==> config.mk <==
export PLATFORM = sky130hd
export DESIGN_NAME = mips_multicycle_ctrl
export DESIGN_NICKNAME = d
export VERILOG_FILES = /design/src/rtl/mips_pkg.sv /design/src/rtl/mips_ctrl_decode.sv /design/src/rtl/mips_multicycle_ctrl.sv
export SDC_FILE = /design/constraint.sdc
export NUM_CORES = 1
export LEC_CHECK = 0
export BUFFER_PORTS_ARGS = -buffer_cell sky130_fd_sc_hd__buf_2
export CORE_MARGIN = 8
export CORE_UTILIZATION = 31
export DETAILED_ROUTE_END_ITERATION = 16
export PLACE_DENSITY = 0.63
export REMOVE_ABC_BUFFERS = 1
export SYNTH_ARGS = -nofsm -noshare
export SYNTH_HDL_FRONTEND = slang
export SYNTH_HIERARCHICAL = 1
export SYNTH_SLANG_ARGS = --single-unit
==> constraint.sdc <==
create_clock -name i_clk -period 2.8 [get_ports i_clk]
set_input_delay 0.14 -clock i_clk [delete_from_list [all_inputs] [get_ports i_clk]]
set_output_delay 0.14 -clock i_clk [all_outputs]
set_load 0.005 [all_outputs]
==> src/rtl/mips_pkg.sv <==
// Shared opcodes, state encodings, mux-select codes and control vector for the
// multi-cycle MIPS main controller.
package mips_pkg;

  localparam logic [5:0] OP_RTYPE = 6'b000000;
  localparam logic [5:0] OP_LW    = 6'b100011;
  localparam logic [5:0] OP_SW    = 6'b101011;
  localparam logic [5:0] OP_BEQ   = 6'b000100;
  localparam logic [5:0] OP_BNE   = 6'b000101;
  localparam logic [5:0] OP_J     = 6'b000010;
  localparam logic [5:0] OP_ADDI  = 6'b001000;

  typedef enum logic [3:0] {
    S_FETCH     = 4'd0,
    S_DECODE    = 4'd1,
    S_MEM_ADDR  = 4'd2,
    S_MEM_READ  = 4'd3,
    S_MEM_WB    = 4'd4,
    S_MEM_WRITE = 4'd5,
    S_R_EXEC    = 4'd6,
    S_R_WB      = 4'd7,
    S_BRANCH    = 4'd8,
    S_JUMP      = 4'd9,
    S_ADDI_EXEC = 4'd10,
    S_ADDI_WB   = 4'd11
  } state_t;

  localparam logic [1:0] ALUOP_ADD   = 2'b00;
  localparam logic [1:0] ALUOP_SUB   = 2'b01;
  localparam logic [1:0] ALUOP_RTYPE = 2'b10;

  localparam logic [1:0] ALUSRCB_B       = 2'b00;
  localparam logic [1:0] ALUSRCB_FOUR    = 2'b01;
  localparam logic [1:0] ALUSRCB_IMM     = 2'b10;
  localparam logic [1:0] ALUSRCB_IMM_SH2 = 2'b11;

  localparam logic [1:0] PCSRC_ALU    = 2'b00;
  localparam logic [1:0] PCSRC_ALUOUT = 2'b01;
  localparam logic [1:0] PCSRC_JUMP   = 2'b10;

  // pc_write is unconditional, pc_cond is qualified by the branch outcome
  typedef struct packed {
    logic       pc_write;
    logic       pc_cond;
    logic       i_or_d;
    logic       mem_read;
    logic       mem_write;
    logic       ir_write;
    logic       mem_to_reg;
    logic       reg_dst;
    logic       reg_write;
    logic       alu_src_a;
    logic [1:0] alu_src_b;
    logic [1:0] alu_op;
    logic [1:0] pc_source;
  } ctrl_t;

endpackage

==> src/rtl/mips_ctrl_decode.sv <==
// Pure Moore decode: current state -> raw control vector (no handshake gating).
module mips_ctrl_decode
  import mips_pkg::*;
(
  input  state_t i_state,
  output ctrl_t  o_ctrl
);

  always_comb begin
    o_ctrl = '0;
    case (i_state)
      S_FETCH: begin
        o_ctrl.mem_read  = 1'b1;
        o_ctrl.ir_write  = 1'b1;
        o_ctrl.pc_write  = 1'b1;
        o_ctrl.alu_src_b = ALUSRCB_FOUR;
        o_ctrl.alu_op    = ALUOP_ADD;
        o_ctrl.pc_source = PCSRC_ALU;
      end
      S_DECODE: begin
        o_ctrl.alu_src_b = ALUSRCB_IMM_SH2;
        o_ctrl.alu_op    = ALUOP_ADD;
      end
      S_MEM_ADDR, S_ADDI_EXEC: begin
        o_ctrl.alu_src_a = 1'b1;
        o_ctrl.alu_src_b = ALUSRCB_IMM;
        o_ctrl.alu_op    = ALUOP_ADD;
      end
      S_MEM_READ: begin
        o_ctrl.mem_read = 1'b1;
        o_ctrl.i_or_d   = 1'b1;
      end
      S_MEM_WB: begin
        o_ctrl.reg_write  = 1'b1;
        o_ctrl.mem_to_reg = 1'b1;
      end
      S_MEM_WRITE: begin
        o_ctrl.mem_write = 1'b1;
        o_ctrl.i_or_d    = 1'b1;
      end
      S_R_EXEC: begin
        o_ctrl.alu_src_a = 1'b1;
        o_ctrl.alu_src_b = ALUSRCB_B;
        o_ctrl.alu_op    = ALUOP_RTYPE;
      end
      S_R_WB: begin
        o_ctrl.reg_write = 1'b1;
        o_ctrl.reg_dst   = 1'b1;
      end
      S_BRANCH: begin
        o_ctrl.alu_src_a = 1'b1;
        o_ctrl.alu_src_b = ALUSRCB_B;
        o_ctrl.alu_op    = ALUOP_SUB;
        o_ctrl.pc_source = PCSRC_ALUOUT;
        o_ctrl.pc_cond   = 1'b1;
      end
      S_JUMP: begin
        o_ctrl.pc_source = PCSRC_JUMP;
        o_ctrl.pc_write  = 1'b1;
      end
      S_ADDI_WB: o_ctrl.reg_write = 1'b1;
      default: o_ctrl = '0;
    endcase
  end

endmodule

==> src/rtl/mips_multicycle_ctrl.sv <==
// Multi-cycle MIPS main control FSM with memory ready handshake and retire counter.
// Optional MIPS_CTRL_BNE_EN adds bne (opcode 000101) through the BRANCH state.
module mips_multicycle_ctrl
  import mips_pkg::*;
#(
  parameter int CNT_W   = 32,
  parameter int STATE_W = 4
) (
  input  logic               i_clk,
  input  logic               i_rst_n,
  input  logic [5:0]         i_opcode,
  input  logic               i_alu_zero,
  input  logic               i_mem_ready,
  output logic               o_pc_en,
  output logic               o_i_or_d,
  output logic               o_mem_read,
  output logic               o_mem_write,
  output logic               o_ir_write,
  output logic               o_mem_to_reg,
  output logic               o_reg_dst,
  output logic               o_reg_write,
  output logic               o_alu_src_a,
  output logic [1:0]         o_alu_src_b,
  output logic [1:0]         o_alu_op,
  output logic [1:0]         o_pc_source,
  output logic               o_illegal_op,
  output logic [STATE_W-1:0] o_state,
  output logic [CNT_W-1:0]   o_instr_cnt
);

  state_t           r_state, w_next, w_dec_state;
  logic [CNT_W-1:0] r_instr_cnt;
  logic             r_illegal;
  logic             w_bad_op, w_retire, w_taken, w_gate;
  ctrl_t            w_ctrl;

  // Selects show FETCH values while reset is held, whatever r_state holds
  assign w_dec_state = i_rst_n ? r_state : S_FETCH;

  mips_ctrl_decode u_dec (
    .i_state (w_dec_state),
    .o_ctrl  (w_ctrl)
  );

`ifdef MIPS_CTRL_BNE_EN
  logic r_is_bne;
  always_ff @(posedge i_clk) begin
    if (!i_rst_n)                 r_is_bne <= 1'b0;
    else if (r_state == S_DECODE) r_is_bne <= (i_opcode == OP_BNE);
  end
  assign w_taken = r_is_bne ? ~i_alu_zero : i_alu_zero;
`else
  assign w_taken = i_alu_zero;
`endif

  always_ff @(posedge i_clk) begin
    if (!i_rst_n) begin
      r_state     <= S_FETCH;
      r_instr_cnt <= '0;
      r_illegal   <= 1'b0;
    end else begin
      r_state     <= w_next;
      r_illegal   <= w_bad_op;
      if (w_retire) r_instr_cnt <= r_instr_cnt + 1'b1;
    end
  end

  always_comb begin
    w_next   = S_FETCH;
    w_bad_op = 1'b0;
    w_retire = 1'b0;
    case (r_state)
      S_FETCH: w_next = i_mem_ready ? S_DECODE : S_FETCH;
      S_DECODE: begin
        case (i_opcode)
          OP_RTYPE:     w_next = S_R_EXEC;
          OP_LW, OP_SW: w_next = S_MEM_ADDR;
          OP_BEQ:       w_next = S_BRANCH;
`ifdef MIPS_CTRL_BNE_EN
          OP_BNE:       w_next = S_BRANCH;
`endif
          OP_J:         w_next = S_JUMP;
          OP_ADDI:      w_next = S_ADDI_EXEC;
          default:      w_bad_op = 1'b1;
        endcase
      end
      S_MEM_ADDR:  w_next = (i_opcode == OP_LW) ? S_MEM_READ : S_MEM_WRITE;
      S_MEM_READ:  w_next = i_mem_ready ? S_MEM_WB : S_MEM_READ;
      S_MEM_WRITE: begin
        w_next   = i_mem_ready ? S_FETCH : S_MEM_WRITE;
        w_retire = i_mem_ready;
      end
      S_R_EXEC:    w_next = S_R_WB;
      S_ADDI_EXEC: w_next = S_ADDI_WB;
      S_MEM_WB, S_R_WB, S_BRANCH, S_JUMP, S_ADDI_WB: w_retire = 1'b1;
      default:     w_next = S_FETCH;
    endcase
  end

  // In FETCH the IR load and PC increment wait for the instruction word
  always_comb begin
    w_gate       = (w_dec_state != S_FETCH) | i_mem_ready;
    o_pc_en      = i_rst_n & ((w_ctrl.pc_write & w_gate) | (w_ctrl.pc_cond & w_taken));
    o_ir_write   = i_rst_n & w_ctrl.ir_write & w_gate;
    o_mem_read   = i_rst_n & w_ctrl.mem_read;
    o_mem_write  = i_rst_n & w_ctrl.mem_write;
    o_reg_write  = i_rst_n & w_ctrl.reg_write;
    o_i_or_d     = w_ctrl.i_or_d;
    o_mem_to_reg = w_ctrl.mem_to_reg;
    o_reg_dst    = w_ctrl.reg_dst;
    o_alu_src_a  = w_ctrl.alu_src_a;
    o_alu_src_b  = w_ctrl.alu_src_b;
    o_alu_op     = w_ctrl.alu_op;
    o_pc_source  = w_ctrl.pc_source;
    o_illegal_op = r_illegal;
    o_state      = r_state;
    o_instr_cnt  = r_instr_cnt;
  end

endmodule

==> results.md <==
- After layout, the minimum clock period comes to ~2200 ps.
- The area enclosed by the die boundary is just over 10000 sq um.
- The pin count of the biggest net entering global routing is 24.
- After synthesis, the netlist uses 46 different library cells.
- The peak clock frequency supported by timing is between 0.4 and 0.5 GHz.
- After synthesis, the most frequently instantiated cells are 37 x dfxtp_1, 28 x a21oi_1, 19 x o21ai_0, 19 x or3_1, 18 x nor2_1.
- The post-cts hold buffer count is 0.
- On the final layout, the worst clock skew is roughly 6.4 ps.
- The tree is rooted in a clkbuf_8.
- The setup total negative slack is 0 ps.
- The startpoint type of the worst setup path is a flip-flop.
- The final hold violation count is 0.
- Compared with the post-synthesis result, the final layout area differs by 18.51%.
- Across all layers, the routed design uses around 2.1k vias.
- The via density per instance is ~5.0.
- The number of max-slew violations in the final report was 0.
- The core area is 6832 sq um.
- The most heavily used metal layer in global routing is met2.
- Counting flops and latches in the post-synthesis netlist gives 37.
- Sorting the synthesized cells by area gives the leading types as dfxtp_1 34%, a21oi_1 6.4%, or3_1 5.4%, xor2_1 4.4%, o21ai_0 4.3%.
- The flow ran to the end, and the final reports show no timing, DRC or antenna violations.
- The critical path starts at o_state[3].
- The post-route clock period utilization is 0.7997.
- In this run, the number of DRC markers left after iteration 0 of detailed routing was between 60 and 70.
- Across the VDD grid, the largest voltage drop is approximately 170 uV.
- STA classifies the critical path endpoint as a flip-flop.
- In the global route stage, overall resource usage came out at 0.1106.
- The slack of the worst reg-to-reg path is 560 ps.
- The min-delay analysis places its worst path in the category input port to flip-flop.
- In this run the critical register-to-register path is launched from o_state[3].
- The diode insertion count for antenna repair is 0.
- The worst-margin pin slew is a little under 800 ps.
- In this run the worst path has a maximum fanout of 19.
- The layout net count is approximately 340.
- The most common cell in the synthesized netlist is dfxtp_1.
- The relative slew slack is 0.4676.
- The worst hold-check slack is around 210 ps.
- The sequential share of the synthesized area is 0.3362.
- In the final routed layout, each cell accounts on average for 13.09 microns.
- The initial antenna violation count was 0.
- The cell area after technology mapping is between 2000 and 2500 sq um.
- The number of cell rows is 30.
- For met3 alone, demand over resource in global routing was 0.03806.
- After clock tree synthesis, the setup repair step added 0 buffers.
- The remaining design rule violation count is 0.
- The number of enable-type register cells in the synthesized netlist is 0.
- The clock edge transition at the registers on the reported setup and hold paths is 70 ps.
- The worst path setup slack after routing is about 560 ps.
- TritonCTS built the clock tree.
- The critical path in this run is classified as flip-flop to flip-flop.
- The clock latency reported for the late side of the worst-skew pair is just under 300 ps.
- Once detailed placement completed, the half-perimeter wirelength came to around 4000 microns.
- Following the worst setup path forward leads to its endpoint at o_instr_cnt[24].
- Measured in cells, the most critical reg-to-reg path has a length of 5.
- The met2 usage is 0.1785.
- Setup repair after global routing left no endpoint under its margin.
- The cell type with the largest total area after synthesis is dfxtp_1.
- Before antenna repair, the detailed router went through 4 iterations.
- The total congestion overflow after global routing is 0.
- The global-route wire length before repair is slightly above 9000 microns.
- The post-synthesis average cell area is approximately 8 sq um.
- The tool flagged a number of max-cap violations equal to 0.
- During synthesis, Yosys emitted a total of 6 warnings.
- OpenSTA, run right after detailed placement, puts the worst setup slack at between 500 and 600 ps.
- The area share of the leading cell type in the synthesized netlist is 0.3362.
- At the end of the flow the core is filled with cells to 0.3822.
- Dividing total power by cell area gives a power density of 370.6 nW/um^2.
- The worst register-to-register path ends at o_instr_cnt[24].
- The number of top-level pins is 62.
- The H-tree generated during clock tree synthesis spans 2 levels.
- Once detail routing completed, the nets flagged for antenna violations numbered 0.
- The wire length after detailed routing is between 5000 and 6000 microns.
- The worst path required time is a little over 3000 ps.
- The gate count after technology mapping is approximately 270.
- Setup violations remaining at the end of the flow were counted as 0.
- The clock passes through at most 2 buffers.
- The number of input and output port buffers inserted is 61.
- The global routing met1 resource utilization is 0.1331.
- From left edge to right edge, the die measures roughly 100 microns.
- The y dimension of the die is between 100 and 150 microns.
- The number of global-route vias before repair came to around 2.0k.
- The number of placed instances, taps included, is 416.
- The initial core utilization is 0.3225.
- The number of cells upsized or downsized after cts is 0.
- The clock net sink count is 37.
- The leakage power figure is ~1 nW.
- The number of clock buffers inserted by TritonCTS is 5.
- The fraction of synthesis flops using an asynchronous set or reset pin is 0.
- The count of non-filler cells in the finished layout is ~420.
- In the final layout, the share of cells above drive strength 1 is 0.2385.
- The routability-driven placement congestion ratio is 0.8196.
- STA puts the critical path data arrival time at roughly 2500 ps.
- The most common flop cell mapped by yosys is dfxtp_1.
cell usage in the layout, fill, tap and decap left out, types with 11 or more instances in the layout:
| cell | n |
|---|---|
| dfxtp_1 | 37 |
| nor2_1 | 18 |
| a21oi_1 | 28 |
| or3_1 | 19 |
| nor3_1 | 11 |
| xor2_1 | 11 |
| nand3_1 | 11 |
| buf_2 | 61 |
| nand2_1 | 17 |
| o21ai_0 | 19 |
logic make-up (layout without fill, tap and decap cells):
logic type | Yosys count | count (layout) | synth area share
flip-flops | 37 | 37 | 0.3362
AND/OR/NAND/NOR | 133 | 133 | 0.3629
adder cells (fa/ha/maj) | 1 | 1 | 0.005678
XOR/XNOR | 15 | 15 | 0.05962
buffers and inverters | 23 | 76 | 0.06417
AO/OA/AOI/OAI | 63 | 63 | 0.1624
multiplexers | 2 | 2 | 0.009086
through the flow:
| stage | power (mW) | cell area (sq um) |
|---|---|---|
| after floorplan | 0.5751 | 2085 |
| after global placement | 0.6033 | 2525 |
| after detailed placement | 0.6035 | 2525 |
| after CTS | 0.9869 | 2611 |
| after global routing | 1.015 | 2611 |
| final | 0.9676 | 2611 |
layout make-up:
class,count,area [sq um]
Tap cell,96,120.1
Fill cell,735,4220
Timing Repair Buffer,63,320.3
Multi-Input combinational cell,214,1321
Sequential cell,37,740.7
Clock buffer,7,86.33
Inverter,6,22.52
worst max-delay path: stages, from the launching register on:
cell     delay (ps)
dfxtp_1         570
nor2_2          140
nor3_4          440
nand4_4         310
or4_1           580
a21oi_1         140
state kept, by name, indices dropped and copies added, names as in the netlist:
signal,cells
o_illegal_op,1
o_state,4
o_instr_cnt,32
power by group:
group	total, mW	switching, mW	internal, mW
Clock	0.376	0.181	0.195
Sequential	0.532	0.00387	0.528
Combinational	0.0593	0.0357	0.0236
Total	0.968	0.221	0.747
worst min path at each step:
stage                    startpoint  slack, ps  cells past startpoint               to
floorplan                   i_rst_n        260                      1  o_instr_cnt[11]
global placement    o_instr_cnt[31]        470                      2  o_instr_cnt[31]
detailed placement  o_instr_cnt[31]        480                      2  o_instr_cnt[31]
CTS                         i_rst_n        190                      2  o_instr_cnt[11]
global route                i_rst_n        200                      2  o_instr_cnt[11]
finish                      i_rst_n        210                      2  o_instr_cnt[11]
routing by layer:
metal / up-vias / wire length [microns] / share of wire
met5: - / 0 / 0
met4: 0 / 57 / 0.010
met3: 7 / 369 / 0.067
met2: 42 / 2483 / 0.45
met1: 988 / 2628 / 0.47
li1: 1096 / - / -
Power figures use the tool's default switching activity.
